$ cat src/rtl/i3c_target_rx.sv
// I3C SDR target write-path receiver: oversampled START/Sr/STOP detection, address
// header match with open-drain ACK, and byte deserialisation with odd-parity T-bit check.
module i3c_target_rx #(
    parameter logic [6:0] STATIC_ADDR  = 7'h2A,
    parameter bit         BROADCAST_EN = 1'b1,
    parameter int         SYNC_STAGES  = 2
) (
    input  logic       clk_i,
    input  logic       rst_ni,
    input  logic       scl_i,
    input  logic       sda_i,
    output logic       sda_o,
    output logic       busy_o,
    output logic       addr_match_o,
    output logic [7:0] rx_data_o,
    output logic       rx_valid_o,
    output logic       parity_err_o,
    output logic       start_o,
    output logic       stop_o
);

    // A single-flop synchroniser is never acceptable, so clamp the depth.
    localparam int SS = (SYNC_STAGES < 2) ? 2 : SYNC_STAGES;

    localparam logic [6:0] BCAST_ADDR = 7'h7E;

    typedef enum logic [2:0] {
        IDLE   = 3'd0,
        ADDR   = 3'd1,
        ACK    = 3'd2,
        DATA   = 3'd3,
        TBIT   = 3'd4,
        IGNORE = 3'd5
    } state_t;

    state_t      state_q;
    logic [SS-1:0] scl_sync;
    logic [SS-1:0] sda_sync;
    logic        scl_q;
    logic        sda_q;
    logic        scl_s;
    logic        sda_s;
    logic        scl_rise;
    logic        scl_fall;
    logic        start_det;
    logic        stop_det;
    logic [7:0]  shift_q;
    logic [3:0]  bit_cnt;
    logic        hdr_ok_q;
    logic        hdr_match;

    // Synchronisers preset to 1 so a released (idle-high) bus never looks like an edge.
    always_ff @(posedge clk_i) begin
        if (!rst_ni) begin
            scl_sync <= '1;
            sda_sync <= '1;
            scl_q    <= 1'b1;
            sda_q    <= 1'b1;
        end else begin
            scl_sync <= {scl_sync[SS-2:0], scl_i};
            sda_sync <= {sda_sync[SS-2:0], sda_i};
            scl_q    <= scl_sync[SS-1];
            sda_q    <= sda_sync[SS-1];
        end
    end

    assign scl_s     = scl_sync[SS-1];
    assign sda_s     = sda_sync[SS-1];
    assign scl_rise  = scl_s & ~scl_q;
    assign scl_fall  = ~scl_s & scl_q;
    // SCL must be stable high in both samples, so an SDA edge coincident with an SCL edge is excluded.
    assign start_det = scl_s & scl_q & sda_q & ~sda_s;
    assign stop_det  = scl_s & scl_q & ~sda_q & sda_s;

    // Evaluated on the 8th header rise: shift_q[6:0] holds A6..A0, sda_s is RnW.
    assign hdr_match = ((shift_q[6:0] == STATIC_ADDR) ||
                        (BROADCAST_EN && (shift_q[6:0] == BCAST_ADDR))) && !sda_s;

    // rx_valid_o is a one-cycle strobe with no back-pressure: rx_data_o is meaningful
    // in that cycle and holds its value afterwards; parity_err_o only ever pulses with it.
    always_ff @(posedge clk_i) begin
        if (!rst_ni) begin
            state_q      <= IDLE;
            sda_o        <= 1'b1;
            busy_o       <= 1'b0;
            addr_match_o <= 1'b0;
            rx_data_o    <= 8'h00;
            rx_valid_o   <= 1'b0;
            parity_err_o <= 1'b0;
            start_o      <= 1'b0;
            stop_o       <= 1'b0;
            shift_q      <= 8'h00;
            bit_cnt      <= 4'd0;
            hdr_ok_q     <= 1'b0;
        end else begin
            start_o      <= 1'b0;
            stop_o       <= 1'b0;
            rx_valid_o   <= 1'b0;
            parity_err_o <= 1'b0;
            if (stop_det) begin
                state_q      <= IDLE;
                stop_o       <= 1'b1;
                busy_o       <= 1'b0;
                addr_match_o <= 1'b0;
                sda_o        <= 1'b1;
                bit_cnt      <= 4'd0;
            end else if (start_det) begin
                state_q      <= ADDR;
                start_o      <= 1'b1;
                busy_o       <= 1'b1;
                addr_match_o <= 1'b0;
                sda_o        <= 1'b1;
                bit_cnt      <= 4'd0;
                hdr_ok_q     <= 1'b0;
            end else begin
                case (state_q)
                    IDLE: begin
                        sda_o <= 1'b1;
                    end
                    ADDR: begin
                        if (scl_rise && (bit_cnt != 4'd8)) begin
                            shift_q <= {shift_q[6:0], sda_s};
                            bit_cnt <= bit_cnt + 4'd1;
                            if (bit_cnt == 4'd7) begin
                                hdr_ok_q <= hdr_match;
                            end
                        end else if (scl_fall && (bit_cnt == 4'd8)) begin
                            if (hdr_ok_q) begin
                                state_q      <= ACK;
                                sda_o        <= 1'b0;
                                addr_match_o <= 1'b1;
                            end else begin
                                state_q <= IGNORE;
                            end
                        end
                    end
                    ACK: begin
                        // Hold SDA low through the 9th clock; release on its falling edge.
                        if (scl_fall) begin
                            sda_o   <= 1'b1;
                            state_q <= DATA;
                            bit_cnt <= 4'd0;
                        end
                    end
                    DATA: begin
                        sda_o <= 1'b1;
                        if (scl_rise) begin
                            shift_q <= {shift_q[6:0], sda_s};
                            bit_cnt <= bit_cnt + 4'd1;
                            if (bit_cnt == 4'd7) begin
                                state_q <= TBIT;
                            end
                        end
                    end
                    TBIT: begin
                        sda_o <= 1'b1;
                        if (scl_rise) begin
                            rx_data_o    <= shift_q;
                            rx_valid_o   <= 1'b1;
                            parity_err_o <= ~(^shift_q ^ sda_s);
                            state_q      <= DATA;
                            bit_cnt      <= 4'd0;
                        end
                    end
                    IGNORE: begin
                        sda_o <= 1'b1;
                    end
                    default: begin
                        state_q <= IDLE;
                        sda_o   <= 1'b1;
                    end
                endcase
            end
        end
    end

endmodule

$ cat config.mk
export PLATFORM = sky130hd
export DESIGN_NAME = i3c_target_rx
export DESIGN_NICKNAME = d
export VERILOG_FILES = /design/src/rtl/i3c_target_rx.sv
export SDC_FILE = /design/constraint.sdc
export NUM_CORES = 1
export LEC_CHECK = 0
export CAP_MARGIN = 20
export CORE_MARGIN = 4
export CORE_UTILIZATION = 46
export DETAILED_ROUTE_END_ITERATION = 10
export GPL_ROUTABILITY_DRIVEN = 0
export PLACE_DENSITY = 0.67
export SYNTH_ARGS = -nofsm -noshare
export SYNTH_HDL_FRONTEND = slang
export SYNTH_SLANG_ARGS = --single-unit
$ cat constraint.sdc
create_clock -name clk_i -period 2.9 [get_ports clk_i]
set_input_delay 0.87 -clock clk_i [delete_from_list [all_inputs] [get_ports clk_i]]
set_output_delay 0.87 -clock clk_i [all_outputs]
set_load 0.01 [all_outputs]
# Word-level counts from Yosys, hierarchy flattened
# Cells that the tools add are included.
dict set report word_totals {
  elab_cells 117
  ff_bits 37
  input_bits 4
}
dict set report op_classes {
  eq_ne 25
  reduce_logical 25
  bitwise_logic 20
  n_mux 29
  n_addsub 1
}
# operator count
set op_table {}
lappend op_table {{$mux 3} 7}
lappend op_table {{$ne 3x3->1 const B} 6}
lappend op_table {{$mux 4} 4}
lappend op_table {{$mux 8} 2}
lappend op_table {{$ne 2x2->1 const B} 8}
lappend op_table {{$pmux 4 s4} 1}
lappend op_table {{$pmux 8 s2} 1}
lappend op_table {{$reduce_and 4->1} 4}
lappend op_table {{$pmux 3 s5} 1}
lappend op_table {{$reduce_and 7->1} 2}
lappend op_table {{$mux 1} 12}
lappend op_table {{$not 1->1} 12}
lappend op_table {{$reduce_and 5->1} 2}
lappend op_table {{$reduce_bool 2->1} 4}
lappend op_table {{$reduce_xor 8->1} 1}
lappend op_table {{$and 1x1->1} 7}
lappend op_table {{$eq 7x6->1 const B} 1}
lappend op_table {{$eq 7x7->1 const B} 1}
lappend op_table {{$eq 3x2->1 const B} 2}
lappend op_table {{$eq 3x3->1 const B} 2}
lappend op_table {{$reduce_or 5->1} 1}
lappend op_table {{$add 4x1->4 const B} 1}
lappend op_table {{$eq 4x3->1 const B} 1}
lappend op_table {{$eq 4x4->1 const B} 1}
lappend op_table {{other kinds (13)} 16}

# Depth between registers and ports, before layout
# Gate-level depths: netlist of run 1.
dict set report depth {
  ltp_word 7
  depth_mapped 7
  depth_no_buf 7
}

# Worst setup path before layout of run 1
# Ideal clock, no wire load.
dict set report synth_path {
  path_kind {in2reg}
  start {input port rst_ni}
  end {register rx_data_o[4]}
  t_arrival_ps 1691
  setup_ps 65
  path_slack_ps 1144
  path_stages 4
  t_required_ps 2835
  path_buffers 2
  cell_sequence {clkbuf_1 clkinv_1 clkbuf_1 nor2_1}
}
# element line
set synth_lines {}
lappend synth_lines {{start, declared} 9} ;# input logic rst_ni,
lappend synth_lines {{end signal, assigned} 158} ;# rx_data_o <= shift_q;
lappend synth_lines {{end, declared} 15} ;# output logic [7:0] rx_data_o,
# No word-level cell between the ends.

# Worst setup path after layout of run 1
dict set report layout_path {
  start {input port rst_ni}
  end {register rx_data_o[3]}
}
# No word-level cell between the ends.

==> results of run 1 <==
==> worst max-delay path, cell delays in order <==
cell and delay, ps:
sky130_fd_sc_hd__clkdlybuf4s50_1 680, sky130_fd_sc_hd__clkinv_1 480, sky130_fd_sc_hd__nor2_1 230
==> logic make-up (layout without fill, tap and decap cells) <==
| kind of cell | count (synthesis) | count (layout) | synth area share (%) |
|---|---|---|---|
| xor+xnor | 7 | 7 | 3.55 |
| flops | 37 | 37 | 42.9 |
| compound gates | 32 | 32 | 12.2 |
| simple gates | 73 | 73 | 23.6 |
| buf+inv | 16 | 34 | 4.64 |
| mux | 14 | 14 | 8.12 |
| fa+ha+maj | 7 | 7 | 5.07 |
==> routing by layer <==
layer	part of all wire (%)	vias to the layer above	global-route usage (%)	wire, um
met5	0	-	0	0
met2	51	25	24.4	1650
met1	44	615	17.0	1430
met4	1.1	0	6.72	36
met3	4.4	4	4.78	145
li1	-	678	-	-
==> cell type report <==
type | count | area (sq um) | share of cell area [%]
Clock buffer | 6 | 72.6 | 3.63
Clock inverter | 2 | 10.0 | 0.501
Inverter | 8 | 30.0 | 1.50
Multi-Input combinational cell | 133 | 906 | 45.4
Sequential cell | 37 | 741 | 37.1
Tap cell | 46 | 57.6 | 2.88
Timing Repair Buffer | 18 | 180 | 9.02
==> state kept, by name, indices dropped and copies added (netlist names), 2 cells and up <==
register   flops
sda_sync       2
state_q        3
scl_sync       2
rx_data_o      8
bit_cnt        4
shift_q        8
==> per-stage QoR <==
step | hold WS [ps] | instance area, sq um | worst slack (ps)
finish | 411 | 2000 | 850
detailed placement | 400 | 1910 | 529
CTS | 412 | 2000 | 831
global route | 443 | 2000 | 687
floorplan | 386 | 1730 | 1140
global placement | 390 | 1910 | 613
==> power breakdown <==
part	leakage, nW	total, mW	switching, mW	internal, mW
Sequential	0.300	0.531	0.0150	0.516
Combinational	0.399	0.0829	0.0460	0.0369
Clock	0.0450	0.339	0.173	0.166
==> cells in the mapped netlist (all sizes together) <==
library cell and count:
nor4b 1, or2 1, o21ai 8, mux2i 14
a31o 2, a211oi 2, nand3 3, a21oi 10
nor4 1, or3 1, clkbuf 4, xnor2 6
nor2b 3, and4bb 1, xor2 1, a31oi 2
nand2 5, a211o 1, and2 3, o211ai 2
nand2b 8, nand3b 2, nand4b 2, inv 7
ha 7, and2b 3, clkinv 1, nand4 1
nor2 29, or3b 1, o2111ai 1, o31a 1
o32ai 1, nor3 7, buf 4, dfxtp 37
and4b 1, o211a 2
==> worst min path at each step <==
stage | depth (start not counted) | end | slack, ps | from
after floorplan | 1 | scl_sync[1]$_SDFF_PN1_ | 390 | scl_sync[0]$_SDFF_PN1_
after global placement | 1 | scl_sync[1]$_SDFF_PN1_ | 390 | scl_sync[0]$_SDFF_PN1_
after detailed placement | 1 | sda_sync[1]$_SDFF_PN1_ | 400 | sda_sync[0]$_SDFF_PN1_
after CTS | 1 | sda_sync[1]$_SDFF_PN1_ | 410 | sda_sync[0]$_SDFF_PN1_
after global routing | 1 | scl_sync[1]$_SDFF_PN1_ | 440 | scl_sync[0]$_SDFF_PN1_
final | 1 | sda_sync[1]$_SDFF_PN1_ | 410 | sda_sync[0]$_SDFF_PN1_
==> results.txt, run 1 <==
----------------------------------------------------
[Yosys]
  Net count of the mapped netlist ... between 150 and 200
  Yosys warnings ... 0
  Synthesized flop and latch total ... 37
  Cell types with the largest area share after synthesis ... sky130_fd_sc_hd__dfxtp_1 43%, sky130_fd_sc_hd__mux2i_1 8.1%, sky130_fd_sc_hd__nor2_1 6.3%
  Mean cell area of the mapped netlist ... 9.28 sq um
  Cell count after synthesis ... between 150 and 200
  Fraction of the yosys area taken by sequential cells ... 42.9%
  Post-synth top area cell ... sky130_fd_sc_hd__dfxtp_1
  Yosys top cell area share ... between 40% and 50%
  Number of distinct library cell variants in the gate-level netlist after synthesis ... between 40 and 50
  Area of the mapped netlist ... roughly 0.0017 sq mm

[Clock network]
  Clock root buffer master ... sky130_fd_sc_hd__clkbuf_8
  Post-CTS setup buffers ... 0
  Worst skew pair latency ... between 200 and 300 ps
  Clock transition time at the flip-flop clock pins of the worst setup and hold paths ... about 70 ps
  CTS Hold Bufs ... 0
  TritonCTS clock tree ... built
  Max Root-Sink Buffers ... 2
  CTS buffer count ... 5
  CTS resizes ... 0
  Depth of the CTS H-tree ... 2
  Clock Sinks ... 37

[Route]
  Wire per inst ... 13.0 um
  Total wire length ... approximately 3.3 mm
  DR vias ... 1322
  Drt drc ... 0
  First drt pass iteration count ... 4
  Number of vias per cell ... 5.29
  Final antenna-violating net count ... 0
  Initial DRC count ... 69

[Finish]
  Ratio of cells with drive above 1 in the final layout ... 6.86%
  Fill cell count ... 323
  Post-layout net count ... about 210
  Area delta synth->final ... 15.7%
  Commonest non-fill, non-tap cell in the layout ... sky130_fd_sc_hd__dfxtp_1
  Highest-count cells in the layout ignoring fill and taps ... 37 x sky130_fd_sc_hd__dfxtp_1, 29 x sky130_fd_sc_hd__nor2_1, 18 x sky130_fd_sc_hd__clkdlybuf4s50_1
  N_diodes ... 0
  Final instance count without filler cells ... 250
  Final core area utilization ... 57.6%

[Timing]
  Minimum clock period after layout ... 2050 ps
  Slew headroom ... roughly 56%
  Post-route fraction of the period consumed by the critical path ... slightly above 70%
  Max frequency ... between 400 and 500 MHz
  Unrepaired setup endpoints after global routing ... false
  Count of pins over their slew limit ... 0
  Fin. Hold Viols ... 0
  Worst slew pin tran ... ~650 ps
  Setup TNS Final ... 0 ps
  Final count of negative-setup-slack endpoints ... 0
  Worst clock skew on the final layout ... around 5.4 ps

[Placement]
  Port Buffer Count ... 18
  DP Wirelength ... roughly 2.4 mm
  Total instance count after detailed placement ... ~240

[Floorplanning]
  Cell Rows ... 21
  Initial Util ... about half
  Count of boundary I/O pins ... 19
  Horizontal die dimension ... around 69 um
  Y dimension of the die ... around 70 um
  Placeable Area ... ~0.0035 sq mm
  Area enclosed by the die boundary ... around 0.0048 sq mm

[Setup path]
  Startpoint-to-endpoint class of the critical path ... input port to register
  Timing endpoint of the critical path ... rx_data_o[3]$_SDFFE_PN0P_
  Startpoint of the most critical register-to-register path ... state_q[0]$_SDFFE_PP0P_
  R2r endpoint ... bit_cnt[1]$_SDFFE_PP0P_
  Largest fanout on the critical path ... 18
  Startpoint class of the critical path ... input port
  Reg2reg path depth ... 5
  Req. time, crit path ... around 3100 ps
  Register-to-register path setup slack ... 980 ps
  Arrival time reported for the critical path endpoint ... between 2000 and 2500 ps
  Worst Setup End Kind ... register
  Timing startpoint of the critical path ... rst_ni

[GRT]
  Initial antenna violation count ... 0
  Pin count of the biggest net entering global routing ... 20
  Number of global-route vias before repair ... roughly 1.3k
  Total congestion overflow ... 0
  Global-route wire length before repair ... about 5.8 mm
  Total GRT Usage ... approximately 15%

[Power and ir drop]
  Largest vdd supply drop ... 0.236 mV
  Lkg Pwr ... about 0.74 nW
  Cell area power density ... 477 mW/mm^2
  Total power ... ~0.95 mW

[Outcome]
  Result of the run ... finished clean

[Hold path]
  HP Class ... register to register

[Job]
  Max Cap Viol ... 0

----------------------------------------------------
Note: power is estimated with default switching activity, not from simulation.
==> inputs of run 2 (changes only) <==
==> constraint.sdc (replaced) <==
create_clock -name clk_i -period 2 [get_ports clk_i]
set_input_delay 0.6 -clock clk_i [delete_from_list [all_inputs] [get_ports clk_i]]
set_output_delay 0.6 -clock clk_i [all_outputs]
set_load 0.01 [all_outputs]
==> results.txt, run 2 (synthesis gave the netlist of run 1 again) <==
----------------------------------------------------
[Outcome]
  Result of the run ... finished clean (unchanged)

[Floorplanning]
  Initial Util ... 49.8% (unchanged)
  Count of boundary I/O pins ... 19 (unchanged)
  Placeable Area ... 0.00347 sq mm (unchanged)
  Area enclosed by the die boundary ... 0.00480 sq mm (unchanged)
  Horizontal die dimension ... 69.3 um (unchanged)
  Y dimension of the die ... 69.3 um (unchanged)
  Cell Rows ... 21 (unchanged)

[GRT]
  Initial antenna violation count ... 0 (unchanged)
  Total GRT Usage ... 14.6% (was 14.7%)
  Total congestion overflow ... 0 (unchanged)
  Global-route wire length before repair ... 5.66 mm (was 5.82 mm)
  Pin count of the biggest net entering global routing ... 19 (was 20)
  Number of global-route vias before repair ... 1259 (was 1329)

[Finish]
  Area taken by flip-flops and latches ... 741 sq um (unchanged)
  Ratio of cells with drive above 1 in the final layout ... 9.09% (was 6.86%)
  Final core area utilization ... 59.0% (was 57.6%)
  Fill cell count ... 304 (was 323)
  Multi-input combinational cell area ... 906 sq um (unchanged)
  Post-layout net count ... 220 (was 214)
  Highest-count cells in the layout ignoring fill and taps ... 37 x sky130_fd_sc_hd__dfxtp_1, 29 x sky130_fd_sc_hd__nor2_1, 18 x sky130_fd_sc_hd__clkdlybuf4s50_1 (unchanged)
  N_diodes ... 0 (unchanged)
  Registers with the most flip-flops ... rx_data_o x8, shift_q x8, bit_cnt x4 (unchanged)
  Commonest non-fill, non-tap cell in the layout ... sky130_fd_sc_hd__dfxtp_1 (unchanged)
  Final instance count without filler cells ... 255 (was 250)
  Area delta synth->final ... 18.5% (was 15.7%)

[Route]
  Number of vias per cell ... 5.41 (was 5.29)
  Final antenna-violating net count ... 0 (unchanged)
  Total wire length ... 3.37 mm (was 3.26 mm)
  DR vias ... 1379 (was 1322)
  Met1 wire length ... 1.47 mm (was 1.43 mm)
  Initial DRC count ... 199 (was 69)
  Metal2 WL ... 1.66 mm (was 1.65 mm)
  Amount of wire on met3 after detailed routing ... 176 um (was 145 um)
  Wire per inst ... 13.2 um (was 13.0 um)
  First drt pass iteration count ... 5 (was 4)
  Drt drc ... 0 (unchanged)
  Uppermost routed layer ... met4 (unchanged)

[Setup path]
  Startpoint of the most critical register-to-register path ... state_q[0]$_SDFFE_PP0P_ (unchanged)
  Startpoint-to-endpoint class of the critical path ... register to register (was input port to register)
  R2r endpoint ... bit_cnt[1]$_SDFFE_PP0P_ (unchanged)
  Startpoint class of the critical path ... register (was input port)
  Worst Setup End Kind ... register (unchanged)
  Reg2reg path depth ... 5 (unchanged)
  Req. time, crit path ... 2220 ps (was 3110 ps)
  Largest fanout on the critical path ... 13 (was 18)
  Register-to-register path setup slack ... 160 ps (was 980 ps)
  Arrival time reported for the critical path endpoint ... 2060 ps (was 2260 ps)

[Placement]
  Total instance count after detailed placement ... 248 (was 242)
  Worst slack at placement ... 229 ps (was 529 ps)
  DP Wirelength ... 2.46 mm (was 2.39 mm)
  Port Buffer Count ... 18 (unchanged)

[Timing]
  Count of pins over their slew limit ... 0 (unchanged)
  Post-route worst hold slack ... 414 ps (was 411 ps)
  Unrepaired setup endpoints after global routing ... false (unchanged)
  Final worst setup slack ... 164 ps (was 850 ps)
  Setup TNS Final ... 0 ps (unchanged)
  Slew headroom ... 68.2% (was 56.2%)
  Worst slew pin tran ... 475 ps (was 652 ps)
  Fin. Hold Viols ... 0 (unchanged)
  Final count of negative-setup-slack endpoints ... 0 (unchanged)
  Minimum clock period after layout ... around 1800 ps
  Max frequency ... roughly 540 MHz
  Worst clock skew on the final layout ... 9.41 ps (was 5.44 ps)
  Post-route fraction of the period consumed by the critical path ... 91.8%

[Job]
  Max Cap Viol ... 0 (unchanged)

[Clock network]
  Depth of the CTS H-tree ... 2 (unchanged)
  TritonCTS clock tree ... built (unchanged)
  Max Root-Sink Buffers ... 2 (unchanged)
  Clock transition time at the flip-flop clock pins of the worst setup and hold paths ... 70 ps (about the same)
  CTS Hold Bufs ... 0 (unchanged)
  CTS resizes ... 0 (unchanged)
  Worst skew pair latency ... 290 ps (was 280 ps)
  CTS buffer count ... 5 (unchanged)
  Clock Sinks ... 37 (unchanged)
  Post-CTS setup buffers ... 0 (unchanged)
  Clock root buffer master ... sky130_fd_sc_hd__clkbuf_8 (unchanged)

[Hold path]
  Hold Path Stages ... 1 (unchanged)
  Start point of the worst min-delay path ... sda_sync[0]$_SDFF_PN1_ (unchanged)
  Worst-case hold path end point ... sda_sync[1]$_SDFF_PN1_ (unchanged)
  HP Class ... register to register (unchanged)

[Power and ir drop]
  Cell area power density ... 692 mW/mm^2 (was 477 mW/mm^2)
  Lkg Pwr ... 0.774 nW (was 0.743 nW)
  Largest vdd supply drop ... 0.469 mV (was 0.236 mV)

----------------------------------------------------
==> run 2: routing by layer <==
metal / global-route usage, % / up-vias
met5: 0 / -
met4: 5.86 / 0
met3: 5.65 / 7
met2: 25.1 / 37
met1: 16.1 / 650
li1: - / 685
==> run 2: worst max-delay path by stage <==
stage	start	end	slack [ps]	cells past startpoint
2_1_floorplan	bit_cnt[0]$_SDFFE_PP0P_	bit_cnt[1]$_SDFFE_PP0P_	370	7
3_3_place_gp	state_q[2]$_SDFFE_PP0P_	state_q[1]$_SDFFE_PP0P_	290	5
3_5_place_dp	state_q[0]$_SDFFE_PP0P_	bit_cnt[1]$_SDFFE_PP0P_	230	5
4_1_cts	state_q[0]$_SDFFE_PP0P_	bit_cnt[1]$_SDFFE_PP0P_	210	5
5_1_grt	state_q[0]$_SDFFE_PP0P_	bit_cnt[1]$_SDFFE_PP0P_	10	5
6_report	state_q[0]$_SDFFE_PP0P_	bit_cnt[1]$_SDFFE_PP0P_	160	5
==> run 2: where the power goes <==
group | switching (mW) | internal (mW) | leakage (nW) | total [mW]
combinational | 0.0675 | 0.0584 | 0.430 | 0.126
sequential | 0.0215 | 0.748 | 0.300 | 0.770
clock | 0.247 | 0.273 | 0.0443 | 0.520
total | 0.336 | 1.08 | 0.774 | 1.42
==> run 2: area by class of cell <==
| type | count | area share, % |
|---|---|---|
| clock buffer | 7 | 4.22 |
| inverter | 8 | 1.47 |
| multi-input combinational | 133 | 44.3 |
| sequential | 37 | 36.2 |
| tap | 46 | 2.81 |
| timing repair buffer | 24 | 11.0 |
==> run 2: through the flow <==
stage / instance area (sq um) / power (mW)
final: 2050 / 1.42
after global routing: 2050 / 1.49
after CTS: 2050 / 1.43
after detailed placement: 1960 / 0.911
after global placement: 1960 / 0.908
after floorplan: 1730 / 0.875
==> run 2: critical path, stage by stage (launching register included) <==
cell and delay [ps]:
sky130_fd_sc_hd__dfxtp_1 580, sky130_fd_sc_hd__and2b_1 300, sky130_fd_sc_hd__o211a_1 240, sky130_fd_sc_hd__nor3_4 80
sky130_fd_sc_hd__or3b_1 420, sky130_fd_sc_hd__a21oi_1 160
